[src/rtl/ex_muldiv_unit_if.sv]
// rtl/ex_muldiv_unit_if.sv - operand/result bundle between ID/EX and the multiply/divide unit
interface ex_muldiv_unit_if #(
   parameter int WIDTH = 32
);
   logic             start;
   logic [1:0]       op;
   logic [WIDTH-1:0] operandA;
   logic [WIDTH-1:0] operandB;
   logic             mthi;
   logic             mtlo;
   logic [WIDTH-1:0] hiOut;
   logic [WIDTH-1:0] loOut;
   logic             busyOut;
   logic             stallOut;

   modport master (
      output start, op, operandA, operandB, mthi, mtlo,
      input  hiOut, loOut, busyOut, stallOut
   );

   modport slave (
      input  start, op, operandA, operandB, mthi, mtlo,
      output hiOut, loOut, busyOut, stallOut
   );
endinterface

[src/rtl/ex_muldiv_unit.sv]
// rtl/ex_muldiv_unit.sv - multi-cycle MULT/MULTU/DIV/DIVU unit owning HI/LO
// State advances on the falling clock edge, in step with the pipeline registers.
module ex_muldiv_unit #(
   parameter int WIDTH = 32,
   parameter int ITER  = 32
) (
   input  logic            clock,
   input  logic            reset,
   input  logic            debugEnable,
   input  logic            debugReset,
   ex_muldiv_unit_if.slave bus
);
   localparam int CW = $clog2(ITER);
   localparam logic [CW-1:0] C_LAST = CW'(ITER - 1);
   localparam logic [CW-1:0] C_ONE  = CW'(1);

   typedef enum logic [1:0] {S_IDLE, S_BUSY, S_FINISH} state_t;

   state_t             r_state;
   logic [CW-1:0]      r_count;
   logic [2*WIDTH-1:0] r_acc;
   logic [WIDTH-1:0]   r_opnd;
   logic [WIDTH-1:0]   r_hi;
   logic [WIDTH-1:0]   r_lo;
   logic               r_busy;
   logic               r_div;
   logic               r_dz;
   logic               r_sign_a;
   logic               r_sign_b;

   logic               w_sign_a;
   logic               w_sign_b;
   logic [WIDTH-1:0]   w_abs_a;
   logic [WIDTH-1:0]   w_abs_b;
   logic [WIDTH:0]     w_mul_sum;
   logic [WIDTH:0]     w_trial;
   logic [WIDTH:0]     w_diff;
   logic [2*WIDTH-1:0] w_prod;
   logic [WIDTH-1:0]   w_quo;
   logic [WIDTH-1:0]   w_rem;

   assign w_sign_a = ~bus.op[0] & bus.operandA[WIDTH-1];
   assign w_sign_b = ~bus.op[0] & bus.operandB[WIDTH-1];
   assign w_abs_a  = w_sign_a ? -bus.operandA : bus.operandA;
   assign w_abs_b  = w_sign_b ? -bus.operandB : bus.operandB;

   // Multiply: r_acc = {partial product, remaining multiplier bits}, r_opnd = multiplicand.
   assign w_mul_sum = {1'b0, r_acc[2*WIDTH-1:WIDTH]} + (r_acc[0] ? {1'b0, r_opnd} : '0);

   // Divide: r_acc = {partial remainder, dividend/quotient}, r_opnd = divisor.
   assign w_trial = {r_acc[2*WIDTH-1:WIDTH], r_acc[WIDTH-1]};
   assign w_diff  = w_trial - {1'b0, r_opnd};

   assign w_prod = (r_sign_a ^ r_sign_b) ? -r_acc : r_acc;
   assign w_quo  = (r_sign_a ^ r_sign_b) ? -r_acc[WIDTH-1:0] : r_acc[WIDTH-1:0];
   assign w_rem  = r_sign_a ? -r_acc[2*WIDTH-1:WIDTH] : r_acc[2*WIDTH-1:WIDTH];

   assign bus.hiOut    = r_hi;
   assign bus.loOut    = r_lo;
   assign bus.busyOut  = r_busy;
   assign bus.stallOut = r_busy | (bus.start & (r_state == S_IDLE));

   always_ff @(negedge clock or posedge reset) begin
      if (reset) begin
         r_state  <= S_IDLE;
         r_count  <= '0;
         r_acc    <= '0;
         r_opnd   <= '0;
         r_hi     <= '0;
         r_lo     <= '0;
         r_busy   <= 1'b0;
         r_div    <= 1'b0;
         r_dz     <= 1'b0;
         r_sign_a <= 1'b0;
         r_sign_b <= 1'b0;
      end else if (debugReset) begin
         r_state  <= S_IDLE;
         r_count  <= '0;
         r_acc    <= '0;
         r_opnd   <= '0;
         r_hi     <= '0;
         r_lo     <= '0;
         r_busy   <= 1'b0;
         r_div    <= 1'b0;
         r_dz     <= 1'b0;
         r_sign_a <= 1'b0;
         r_sign_b <= 1'b0;
      end else if (debugEnable) begin
         case (r_state)
            S_IDLE: begin
               if (bus.start) begin
                  r_div    <= bus.op[1];
                  r_sign_a <= w_sign_a;
                  r_sign_b <= w_sign_b;
                  r_count  <= '0;
                  r_busy   <= 1'b1;
                  if (bus.op[1] && (bus.operandB == '0)) begin
                     // Divide by zero skips iteration; the result is parked in r_acc.
                     r_dz    <= 1'b1;
                     r_acc   <= {bus.operandA, {WIDTH{1'b1}}};
                     r_state <= S_FINISH;
                  end else begin
                     r_dz    <= 1'b0;
                     r_acc   <= {{WIDTH{1'b0}}, (bus.op[1] ? w_abs_a : w_abs_b)};
                     r_opnd  <= bus.op[1] ? w_abs_b : w_abs_a;
                     r_state <= S_BUSY;
                  end
               end else begin
                  if (bus.mthi) r_hi <= bus.operandA;
                  if (bus.mtlo) r_lo <= bus.operandA;
               end
            end
            S_BUSY: begin
               if (r_div)
                  r_acc <= {(w_diff[WIDTH] ? w_trial[WIDTH-1:0] : w_diff[WIDTH-1:0]),
                            r_acc[WIDTH-2:0], ~w_diff[WIDTH]};
               else
                  r_acc <= {w_mul_sum, r_acc[WIDTH-1:1]};
               if (r_count == C_LAST)
                  r_state <= S_FINISH;
               else
                  r_count <= r_count + C_ONE;
            end
            S_FINISH: begin
               if (r_dz) begin
                  r_hi <= r_acc[2*WIDTH-1:WIDTH];
                  r_lo <= r_acc[WIDTH-1:0];
               end else if (r_div) begin
                  r_hi <= w_rem;
                  r_lo <= w_quo;
               end else begin
                  r_hi <= w_prod[2*WIDTH-1:WIDTH];
                  r_lo <= w_prod[WIDTH-1:0];
               end
               r_busy  <= 1'b0;
               r_state <= S_IDLE;
            end
            default: r_state <= S_IDLE;
         endcase
      end
   end
endmodule

[src/flat_wrapper.sv]
// flat-port wrapper written by rule: the top's interface ports become plain ports
module ex_muldiv_unit_flat 
#(
   parameter int WIDTH = 32,
   parameter int ITER  = 32
)
  (clock, reset, debugEnable, debugReset, bus_start, bus_op, bus_operandA, bus_operandB, bus_mthi, bus_mtlo, bus_hiOut, bus_loOut, bus_busyOut, bus_stallOut);
  ex_muldiv_unit_if #(.WIDTH(WIDTH)) bus_i ();
  input  logic clock;
  input  logic reset;
  input  logic debugEnable;
  input  logic debugReset;
  input wire logic [$bits(bus_i.start)-1:0] bus_start;
  input wire logic [$bits(bus_i.op)-1:0] bus_op;
  input wire logic [$bits(bus_i.operandA)-1:0] bus_operandA;
  input wire logic [$bits(bus_i.operandB)-1:0] bus_operandB;
  input wire logic [$bits(bus_i.mthi)-1:0] bus_mthi;
  input wire logic [$bits(bus_i.mtlo)-1:0] bus_mtlo;
  output wire logic [$bits(bus_i.hiOut)-1:0] bus_hiOut;
  output wire logic [$bits(bus_i.loOut)-1:0] bus_loOut;
  output wire logic [$bits(bus_i.busyOut)-1:0] bus_busyOut;
  output wire logic [$bits(bus_i.stallOut)-1:0] bus_stallOut;
  assign bus_i.start = bus_start;
  assign bus_i.op = bus_op;
  assign bus_i.operandA = bus_operandA;
  assign bus_i.operandB = bus_operandB;
  assign bus_i.mthi = bus_mthi;
  assign bus_i.mtlo = bus_mtlo;
  assign bus_hiOut = bus_i.hiOut;
  assign bus_loOut = bus_i.loOut;
  assign bus_busyOut = bus_i.busyOut;
  assign bus_stallOut = bus_i.stallOut;
  ex_muldiv_unit #(.WIDTH(WIDTH), .ITER(ITER)) u_core (.clock(clock), .reset(reset), .debugEnable(debugEnable), .debugReset(debugReset), .bus(bus_i));
endmodule
[config.mk]
export PLATFORM = sky130hd
export DESIGN_NAME = ex_muldiv_unit_flat
export DESIGN_NICKNAME = d
export VERILOG_FILES = /design/src/rtl/ex_muldiv_unit_if.sv /design/src/rtl/ex_muldiv_unit.sv /design/src/flat_wrapper.sv
export SDC_FILE = /design/constraint.sdc
export NUM_CORES = 1
export LEC_CHECK = 0
export ABC_CLOCK_PERIOD_IN_PS = 7200
export CAP_MARGIN = 40
export CORE_UTILIZATION = 60
export DETAILED_ROUTE_END_ITERATION = 6
export PLACE_DENSITY = 0.83
export SLEW_MARGIN = 20
export SYNTH_ARGS = -nofsm -noshare
export SYNTH_HDL_FRONTEND = slang
export SYNTH_SLANG_ARGS = --single-unit
export TNS_END_PERCENT = 1
[constraint.sdc]
create_clock -name clock -period 7.2 [get_ports clock]
set_clock_uncertainty 0.2 [all_clocks]
set_input_delay 0.72 -clock clock [delete_from_list [all_inputs] [get_ports clock]]
set_output_delay 0.72 -clock clock [all_outputs]
set_load 0.03 [all_outputs]
Word level (Yosys, flattened, before mapping). Cells that the tools add are included.

Flip-flop bits (word level): 172. Latch bits: 0. Memory bits (writable): 0. Memory bits (read-only): 0. Input port bits: 73. Logic and storage cells: 118. Memories kept: 0.

$add $sub $neg: 8. Multipliers: 0. Div/mod/pow operators: 0. Magnitude comparators: 0. Equality and inequality tests: 10. Shift-type cells: 0. Multiplexer cells: 66. Bitwise logic cells: 7. Reduce and logical (&&, ||, !) cells: 16.

Operators by type and width (count): 32-bit two-way mux (25); 64-bit two-way mux (6); 32-bit negation (4); 32-bit one-hot mux with 2 select lines (2); 64-bit one-hot mux with 2 select lines (1); 64-bit negation (1); 32-bit by 33-bit adder with 33-bit output (1); 33-bit by 32-bit subtractor with 33-bit output (1); 32-bit zero test (1); 1-bit two-way mux (20); 5-bit two-way mux (4); 4-bit AND reduction (4); 3-bit != test, second input constant (5); 3-bit AND reduction (4); 2-bit two-way mux (5); 5-bit one-hot mux with 2 select lines (1); 2-bit nonzero test (3); 3-bit nonzero test (2); 5-bit by 1-bit adder with 5-bit output, second input constant (1); 5-bit equality test, second input constant (1); 2-bit one-hot mux with 2 select lines (1); 1-bit bitwise AND (3); 3-bit by 2-bit != test with 1-bit output, second input constant (1); 2-bit by 1-bit equality test with 1-bit output, second input constant (1); other kinds (8) (9).

Longest topological paths before layout. Gate-level depths: netlist of the first run.

Depth after elaboration: 9. Mapped depth: 14.

==> results of run 1 <==
report_power, final:
| group | switching [mW] | total [mW] | internal, mW |
|---|---|---|---|
| registers | 0.0784 | 1.11 | 1.03 |
| logic | 0.646 | 1.06 | 0.415 |
| clock network | 0.480 | 0.980 | 0.500 |
| total | 1.20 | 3.15 | 1.95 |
timing repair:
item | in CTS | in global routing
setup endpoints to repair | 0 | 2
resized for setup | 0 | 3
hold endpoints to repair | 0 | 0
worst min path at each step:
| stage | start | to | slack, ns | cells past startpoint |
|---|---|---|---|---|
| finish | u_core.bus.hiOut[31]$_DFFE_NP0P_ | u_core.bus.hiOut[31]$_DFFE_NP0P_ | 0.23 | 2 |
| global route | u_core.bus.hiOut[31]$_DFFE_NP0P_ | u_core.bus.hiOut[31]$_DFFE_NP0P_ | 0.24 | 2 |
| CTS | u_core.bus.loOut[11]$_DFFE_NP0P_ | u_core.bus.loOut[11]$_DFFE_NP0P_ | 0.22 | 2 |
| detailed placement | u_core.bus.loOut[11]$_DFFE_NP0P_ | u_core.bus.loOut[11]$_DFFE_NP0P_ | 0.22 | 2 |
| global placement | u_core.bus.hiOut[30]$_DFFE_NP0P_ | u_core.bus.hiOut[30]$_DFFE_NP0P_ | 0.22 | 2 |
| floorplan | u_core.r_acc[31]$_DFFE_NP0P_ | u_core.r_acc[31]$_DFFE_NP0P_ | 0.23 | 1 |
cell usage after synthesis (20+ instances only):
library cell / number / share of area
ha_1: 70 / 0.056
o41ai_1: 22 / 0.012
nand2_1: 188 / 0.045
nor2b_1: 25 / 0.010
dfrtn_1: 172 / 0.27
a31oi_1: 27 / 0.011
xnor2_1: 86 / 0.048
xor2_1: 82 / 0.046
o21ai_0: 158 / 0.050
a22o_1: 24 / 0.013
nand3_1: 20 / 0.0064
clkbuf_1: 105 / 0.025
mux2i_1: 68 / 0.043
o31ai_1: 32 / 0.015
inv_1: 67 / 0.016
nor3_1: 41 / 0.013
a21o_1: 64 / 0.031
a21oi_1: 149 / 0.048
o211ai_1: 26 / 0.012
nor2_1: 220 / 0.053
a221oi_1: 38 / 0.021
final cells by class:
type / count / area, um2
tap: 330 / 413
timing repair buffer: 295 / 2700
clock inverter: 14 / 171
sequential: 172 / 4300
inverter: 68 / 259
multi-input combinational: 1613 / 10600
clock buffer: 18 / 429
fill: 1971 / 6500
antenna: 1 / 2.50
state kept, by name, summed over array words and instances (netlist names):
signal	cells
u_core.r_state	2
u_core.r_opnd	32
u_core.r_acc	64
u_core.r_div	1
u_core.bus.loOut	32
u_core.r_sign_b	1
u_core.r_count	5
u_core.bus.hiOut	32
u_core.r_dz	1
u_core.bus.busyOut	1
u_core.r_sign_a	1
through the flow:
| step | setup slack (ns) | cells | hold WS (ns) |
|---|---|---|---|
| after floorplan | 0.199 | 1985 | 0.232 |
| after global placement | -0.213 | 2474 | 0.224 |
| after detailed placement | -0.233 | 2477 | 0.223 |
| after CTS | 0.176 | 2509 | 0.223 |
| after global routing | -0.00105 | 2511 | 0.235 |
| final | 0.165 | 2511 | 0.228 |
metal layers:
metal	part of all wire	vias up
met5	0.00019	-
met4	0.077	2
met3	0.14	306
met2	0.41	1393
met1	0.37	8214
li1	-	7608
tightest hold or removal path, cell delays in order (launching register included):
cell and delay (ns):
dfrtn_1 0.41, nand2_1 0.05, o31ai_1 0.05
logic make-up (layout without fill, tap and decap cells):
group           count (synthesis)  after routing
simple gates                  630            630
fa+ha+maj                      72             72
other cells                     0              1
buf+inv                       200            395
xor+xnor                      168            168
compound gates                667            667
mux                            76             76
flops                         172            172
==> reports/metrics.cfg, run 1 <==
[timing]
finalHoldViolations = 0
grt_setup_unrepaired = yes
fin_tns_setup_ns = 0
report.final.slew_viol_count = 0
final-setup-viol-count = 0
worstMarginPinSlew_ns = 0.957
slew_headroom = 0.361

[die]
ios = 139
die_w_um = 164
core_area_um2 = 25400
rows = 58
dieArea_um2 = 26800
initial_core_util = 0.617
die-height_um = 164

[synthesis]
ys_types = 89
synth_nets = 2130
synth_edf_count = 0
ys_warn_count = 0
synth_fa_ha_area_frac = 0.0585
ys_ff_latch = 172
synth_area_um2 = 15700
synth-async-reset-ratio = 1.00
ys.flop_type = dfrtn_1
avgSynthCellArea_um2 = 7.89
synth.area.mux_share = 0.0492
yosys.area_share.simple = 0.191
synth-xor-area-share = 0.0939
syn-instance-count = 1985
synth_top_family_by_area = compound AO/OA/AOI/OAI gates
seq_area_frac_synth = 0.275
synth_compound_area_frac = 0.282

[clock_network]
clk_pin_slew_ns = 0.05
insertion_delay_ns = 0.42
cts_setup_buffers = 0
cts_tree = built
h-tree-depth = 4
cts_buffers = 17
hold_buffers = 0
clockBufferDepth = 2
cts_sinks = 172
clockRootBuffer = clkbuf_16

[finish]
layout.nets = 2312
utilization = 0.744
final_cell_mix = nor2_1, nand2_1, dfrtn_1
area_delta_synth_final_pct = 20.7
fin_area_um2 = 18900
drive_above_1_share = 0.112
final_common_cell = nor2_1

[global_routing]
grt_use_met1 = 0.627
grt_use_total = 0.476
grt_use_met2 = 0.677
antenna_found_initial = 3
grt_pass1_wl_um = 94700
grt_overflow = 0
grt_max_degree = 87
gr-usage-met3 = 0.131
grt_busiest_layer = met2
grt_pass1_vias = 16100

[critical_path]
crit_cells = 11
r2r_end = u_core.r_acc[38]$_DFFE_NP0P_
critical_path.max_stage_delay_ns = 0.57
cp_cell_sequence = clkdlybuf4s50_1 > or4_1 > nor2_1 > nand4_1 > o31ai_2 > xor2_1 > buf_4 > nand2_1 > o21ai_1 > a221oi_1 > a21o_1
critical_path.top_delay_family = simple AND/OR/NAND/NOR gates
end_kind = flop
critPathRequiredTime_ns = 3.67
rrSetupSlack_ns = 1.94
cp.buffers_inverters = 2
cp-startpoint = bus_operandA[12]
critPathLaunchType = primary input
cp_slowest_cell = or4_1
rr_startpoint = u_core.r_acc[32]$_DFFE_NP0P_
critical_path_class = primary input to flop
critPathArrivalTime_ns = 3.51
worstPathMaxFanout = 4
cp-endpoint = u_core.r_acc[29]$_DFFE_NP0P_
reg2reg_depth = 13

[placed_design]
postPlaceCellArea_um2 = 18300
port_buffers = 138
routabilityCongestion = 1.04
hpwl_um = 49400

[detailed_routing]
vias_per_cell = 6.98
wl_um = 63600
drtIter0Drc = 2711
antenna_left = 0
drc = 0
drt-wirelength-per-cell_um = 25.3
dr.pass1.iters = 6
vias = 17500

[pwr]
irDropWorstVdd_uv = 144
power.density_nw_per_um2 = 167
p_leak_nw = 8.67
power_mw = 3.15

[hold_path]
hold_path_class = flop to flop

[run]
maxCapViolations = 0

[run_status]
status = finished clean

Power figures use the tool's default switching activity.
==> run 2: changes to the inputs <==
--- a/config.mk
+++ b/config.mk
@@ -6,10 +6,12 @@
 export NUM_CORES = 1
 export LEC_CHECK = 0
 export ABC_CLOCK_PERIOD_IN_PS = 7200
-export CAP_MARGIN = 40
+export CAP_MARGIN = 10
+export CORE_MARGIN = 4
 export CORE_UTILIZATION = 60
 export DETAILED_ROUTE_END_ITERATION = 6
 export PLACE_DENSITY = 0.83
+export RECOVER_POWER = 50
 export SLEW_MARGIN = 20
 export SYNTH_ARGS = -nofsm -noshare
 export SYNTH_HDL_FRONTEND = slang
==> run 2 against run 1 <==
  * The flow now finishes with violations (DRC, capacitance limit, slew limit)
  * Wire length fell by 2.5%
  * Hold slack got worse by 0.0015 ns
  * Register-to-register slack got worse by 0.03 ns
  * Clock power fell by 4.2%
  * Global-route usage fell by 5.6 points
  * Combinational power barely moved
  * Sequential cell count did not move
  * Non-clock buffer count fell by 8
  * Critical path type unchanged
  * Largest cell class unchanged
==> reports/metrics.cfg, run 2 (synthesis gave the netlist of run 1 again) <==
[hold_path]
hold_path_class = flop to flop
hp-start = u_core.bus.loOut[11]$_DFFE_NP0P_
hold_path_end = u_core.bus.loOut[11]$_DFFE_NP0P_
hold_depth = 2  ; unchanged

[detailed_routing]
drt-wirelength-per-cell_um = 24.8  ; -2.1%
vias_per_cell = 6.96  ; -0.20%
dr.pass1.iters = 7  ; +1
drc = 33  ; +33
antenna_left = 0  ; unchanged
drtIter0Drc = 2633  ; -2.9%
wl_um = 62000  ; -2.5%
vias = 17400  ; -0.55%

[finish]
final_common_cell = nor2_1
drive_above_1_share = 0.107  ; -0.00506
layout.nets = 2304  ; -0.35%
largest_register = u_core.r_acc
final_cell_mix = nor2_1, nand2_1, dfrtn_1
largest_register_ffs = 64  ; unchanged
nFillCells = 1998  ; +1.4%
area_delta_synth_final_pct = 19.4

[timing]
finalHoldViolations = 0  ; unchanged
report.final.slew_viol_count = 174  ; +174
final-setup-viol-count = 0  ; unchanged
grt_setup_unrepaired = no
hold_ws_ns = 0.227  ; -0.00147 ns
slew_headroom = -0.241  ; -0.602
worstMarginPinSlew_ns = 1.86  ; +0.905 ns
setup_slack_ns = 0.151  ; -0.0131 ns

[critical_path]
critPathRequiredTime_ns = 3.63  ; -0.04 ns
worstPathMaxFanout = 10  ; +6
end_kind = flop
critPathArrivalTime_ns = 3.47  ; -0.04 ns
critPathLaunchType = primary input
rrSetupSlack_ns = 1.91  ; -0.03 ns
rr_startpoint = u_core.r_acc[32]$_DFFE_NP0P_
r2r_end = u_core.r_acc[38]$_DFFE_NP0P_
reg2reg_depth = 13  ; unchanged
critical_path_class = primary input to flop

[die]
dieArea_um2 = 28800  ; +7.5%
initial_core_util = 0.617  ; unchanged
die_w_um = 170  ; +3.7%
die-height_um = 170  ; +3.7%
core_area_um2 = 25400  ; unchanged
ios = 139  ; unchanged
rows = 58  ; unchanged

[pwr]
power.density_nw_per_um2 = 165  ; -0.96%
power_mw = 3.09  ; -2.0%
irDropWorstVdd_uv = 179  ; +24%
p_leak_nw = 8.58  ; -1.0%

[global_routing]
grt_max_degree = 105  ; +21%
grt_pass1_wl_um = 93700  ; -0.99%
grt_pass1_vias = 16200  ; +0.61%
antenna_found_initial = 1  ; -2
grt_use_total = 0.420  ; -0.0557
grt_overflow = 0  ; unchanged

[placed_design]
port_buffers = 138  ; unchanged
place_ws_ns = -0.232  ; +0.000660 ns
hpwl_um = 48300  ; -2.2%
routabilityCongestion = 1.05  ; +0.68%

[run_status]
failed_checks = DRC, capacitance limit, slew limit
status = finished, violations left

[clock_network]
cts_setup_buffers = 0  ; unchanged
cts_buffers = 17  ; unchanged
cts_sinks = 172  ; unchanged
clockBufferDepth = 2  ; unchanged
clk_pin_slew_ns = 0.05  ; about the same
h-tree-depth = 4  ; unchanged
clockRootBuffer = clkbuf_16
insertion_delay_ns = 0.42  ; about the same
cts_tree = built

[run]
maxCapViolations = 2  ; +2

-- run 2: final cells by class --
class                      count  area (um2)  area share
antenna                        1        2.50    0.000134
clock buffer                  17         425      0.0228
clock inverter                14         145     0.00776
inverter                      68         259      0.0139
multi-input combinational   1613       10600       0.567
sequential                   172        4300       0.230
tap                          330         413      0.0221
timing repair buffer         287        2550       0.137
-- run 2: what timing repair did --
item / 4_1_cts / 5_1_grt
resized for setup: 0 / 1
endpoints found under the hold margin: 0 / 0
setup endpoints to repair: 0 / 1
hold buffers: 0 / 0
-- run 2: through the flow --
stage                     area (um2)  cells  setup TNS, ns  utilization
after global placement         18200   2470          -6.66        0.715
after floorplan                15700   1985              0            -
final                          18700   2502              0        0.736
after detailed placement       18200   2470         -11.70        0.715
after CTS                      18700   2501              0        0.737
after global routing           18700   2501              0        0.736
-- run 2: how the worst max path moves through the flow --
stage / start / to / slack [ns] / cells past startpoint
CTS: bus_operandB[4] / u_core.r_opnd[18]$_DFFE_NP0P_ / 0.18 / 10
detailed placement: bus_operandB[4] / u_core.r_acc[62]$_DFFE_NP0P_ / -0.23 / 9
global route: bus_operandB[5] / u_core.r_opnd[28]$_DFFE_NP0P_ / 0.03 / 11
floorplan: bus_operandB[4] / u_core.r_opnd[30]$_DFFE_NP0P_ / 0.20 / 10
global placement: bus_operandB[14] / u_core.r_acc[30]$_DFFE_NP0P_ / -0.18 / 11
finish: bus_operandB[4] / u_core.r_opnd[18]$_DFFE_NP0P_ / 0.15 / 10
-- run 2: routing by layer --
metal / share of wire / global-route usage / routed length, um
met5: 0.0012 / 0.0117 / 73
met4: 0.077 / 0.244 / 4780
met2: 0.41 / 0.610 / 25400
met1: 0.37 / 0.557 / 23100
met3: 0.14 / 0.125 / 8670
-- run 2: critical path, stage by stage --
cell and delay, ns:
clkdlybuf4s50_1 0.42, or4_4 0.54, or4_4 0.57, nor3_4 0.15, nand2_1 0.09, or2_1 0.32, and2_1 0.26, buf_4 0.20
o211ai_1 0.10, a21oi_1 0.10
-- run 2: power breakdown --
part / leakage [nW] / total, mW / switching, mW / internal, mW
Clock: 0.283 / 0.939 / 0.476 / 0.463
Sequential: 2.30 / 1.11 / 0.0776 / 1.03
Combinational: 5.99 / 1.04 / 0.631 / 0.407
==> variant: new RTL, config.mk and constraints of run 2 <==
Re-encode `state_t` (3 states) as one-hot, 3 bits wide.
--- a/src/rtl/ex_muldiv_unit.sv
+++ b/src/rtl/ex_muldiv_unit.sv
@@ -15,5 +15,5 @@
    localparam logic [CW-1:0] C_ONE  = CW'(1);
 
-   typedef enum logic [1:0] {S_IDLE, S_BUSY, S_FINISH} state_t;
+   typedef enum logic [2:0] {S_IDLE = 3'b001, S_BUSY = 3'b010, S_FINISH = 3'b100} state_t;
 
    state_t             r_state;
Function: same outputs for any inputs over 4 cycles, from zero or initial values and one cycle with reset high; so few cycles prove little.
==> variant against run 2 <==
Wire length rose by 0.41%. Sequential share of layout area up 0.27 points. The flow still finishes with violations (design-rule violations, max-capacitance violations, max-slew violations). Setup slack worse by 0.098 ns. Sequential cell count rose by 1. Combinational power is 9.5% lower. Critical path type unchanged. Critical path depth grew 1. Highest routed layer unchanged. Cell area is 0.58% lower. Global-route usage grew 1.1 points. Power shrank 0.67%. Hold slack got worse by 0.0071 ns. Synthesized area down 0.84%.
==> variant: results (changes against run 2) <==
Global routing
  • Via count of the first global-routing pass: 16200 (-0.17%)
  • Overall global routing resource usage: 43.1% (+1.1 points)
  • GR Layer Usage met1: 58.6% (+2.9 points)
  • First-pass GRT wire length: 95300 um (+1.7%)
  • Routing usage on met2: 63.0% (+2.0 points)
  • Number of antenna violations at the first check in global routing: 2 (+1)
  • Maximum number of pins on one net before global-route repair: 72 (-31%)
  • Met3 Use GR: 11.9% (-0.55 points)

Drt
  • Number of design-rule violations left by the first detailed-router iteration: 2411 (-8.4%)
  • Highest metal layer with signal wires: met5
  • DR vias: 17000 (-2.5%)
  • Routed wire length per instance: 24.9 um (+0.41%)
  • Met3 routed wirelength: 8150 um (-6.0%)
  • Total routed wire length on the met1 layer: 24100 um (+4.3%)
  • Sum of met2 wire segment lengths after detailed routing: 26000 um (+2.2%)
  • Post-route DRC: 38 (+15%)

Yosys
  • Dominant synthesized flop cell: dfrtn_1
  • Count of unique library cells instantiated by Yosys: 76 (-15%)
  • Sequential share of the synthesized area: 27.9% (+0.40 points)
  • Total nets after synthesis: 2143 (+0.61%)
  • Cell types occupying the most area after synthesis: dfrtn_1 (28%), nor2_1 (5.7%), ha_1 (5.6%)
  • Post-synthesis mux area share: 4.83% (-0.095 points)
  • Post-synthesis xor/xnor area fraction: 9.92% (+0.52 points)
  • Synthesized-area fraction occupied by adder cells: 5.90% (+0.049 points)
  • Compound-Gate Fraction of Synth Area: 26.7% (-1.4 points)
  • Most used standard cells in the synthesized netlist: nor2_1 (234), nand2_1 (230), dfrtn_1 (172)

Hold path
  • Start point of the worst hold path: u_core.bus.hiOut[9]$_DFFE_NP0P_
  • Worst min path class: flip-flop to flip-flop

Run status
  • Failing checks: design-rule violations, max-capacitance violations, max-slew violations
  • Status: complete, but fails checks

Layout
  • Biggest register: u_core.r_acc
  • Final-layout fill cell count: 2007 (+0.45%)
  • Sequential standard cell area: 4330 um^2 (+0.61%)
  • Proportion of layout cells with a drive suffix above 1: 9.90% (-0.83 points)
  • Number of diodes added for antenna fixing: 0 (-1)

Critical path
  • Data arrival time of the worst path: 3.54 ns (+0.07 ns)
  • Critical R2R Launch: u_core.r_acc[31]$_DFFE_NP0P_
  • Worst-path cell with the longest stage delay: or4_1
  • Critical Path Start: bus_operandA[1]
  • Critical Path Fanout Max: 6 (-4)

Flow run
  • Max-cap check violation count: 1 (-1)

Timing
  • Pins over their slew limit: 22 (-87%)
  • Least-Margin Pin Slew: 1.77 ns (-0.0878 ns)

Power and ir drop
  • Worst VDD drop: 0.125 mV (-30%)
  • Int Power: 0.00191 W (+0.30%)
  • Static Leakage: 8.40 nW (-2.1%)
  • Power in combinational cells: 0.000941 W (-9.5%)

Placement
  • Gpl congestion: 1.07 (+1.5%)
  • HPWL after detailed placement: 48300 um (about the same)
  • Dpl cell area: 18000 um^2 (-0.94%)

CTS
  • Clock latency of the later-clocked register in the worst-skew pair: 0.48 ns (+0.06 ns)
  • Inserted Clock Buffers: 17 (unchanged)
variant: changes by cell type after synthesis, sizes merged, moves of 14 or more:
cell | before | now
a22o | 24 | 8
o21ai | 166 | 143
nor2 | 221 | 235
o31ai | 33 | 57
clkbuf | 106 | 120
nand2 | 188 | 230
a21oi | 149 | 163
variant: path summary, 6_finish.rpt:
kind                                                   endpoint  slack (ns)  cells after the start
max in group asynchronous          u_core.r_acc[60]$_DFFE_NP0P_        0.49                      3
worst min register to register  u_core.bus.hiOut[9]$_DFFE_NP0P_        0.22                      2
min in group asynchronous       u_core.bus.loOut[9]$_DFFE_NP0P_        4.35                      2
worst max register to register     u_core.r_acc[46]$_DFFE_NP0P_        1.75                     14
worst min-delay path            u_core.bus.hiOut[9]$_DFFE_NP0P_        0.22                      2
worst max-delay path              u_core.r_opnd[23]$_DFFE_NP0P_        0.05                     11
variant: layout make-up:
cell class	instances	area share (%)
Timing Repair Buffer	276	13.2
Clock buffer	17	2.29
Tap cell	330	2.22
Inverter	59	1.20
Sequential cell	173	23.3
Clock inverter	16	1.18
Multi-Input combinational cell	1631	56.6
variant: critical path, delay by kind of cell:
| family | cells | cell delay (ns) |
|---|---|---|
| xor gates and xnor gates | 1 | 0.30 |
| AOI/OAI and AO/OA | 3 | 0.38 |
| and+or+nand+nor | 4 | 1.29 |
| buffers and inverters | 3 | 0.85 |
variant: per-stage QoR:
| stage | power [W] | cells | setup WS (ns) |
|---|---|---|---|
| 5_1_grt | 0.00316 | 2502 | -0.0124 |
| 3_5_place_dp | 0.00204 | 2470 | -0.221 |
| 3_3_place_gp | 0.00202 | 2470 | -0.173 |
| 2_1_floorplan | 0.00165 | 1998 | 0.282 |
| 4_1_cts | 0.00304 | 2502 | 0.0916 |
| 6_report | 0.00307 | 2502 | 0.0530 |
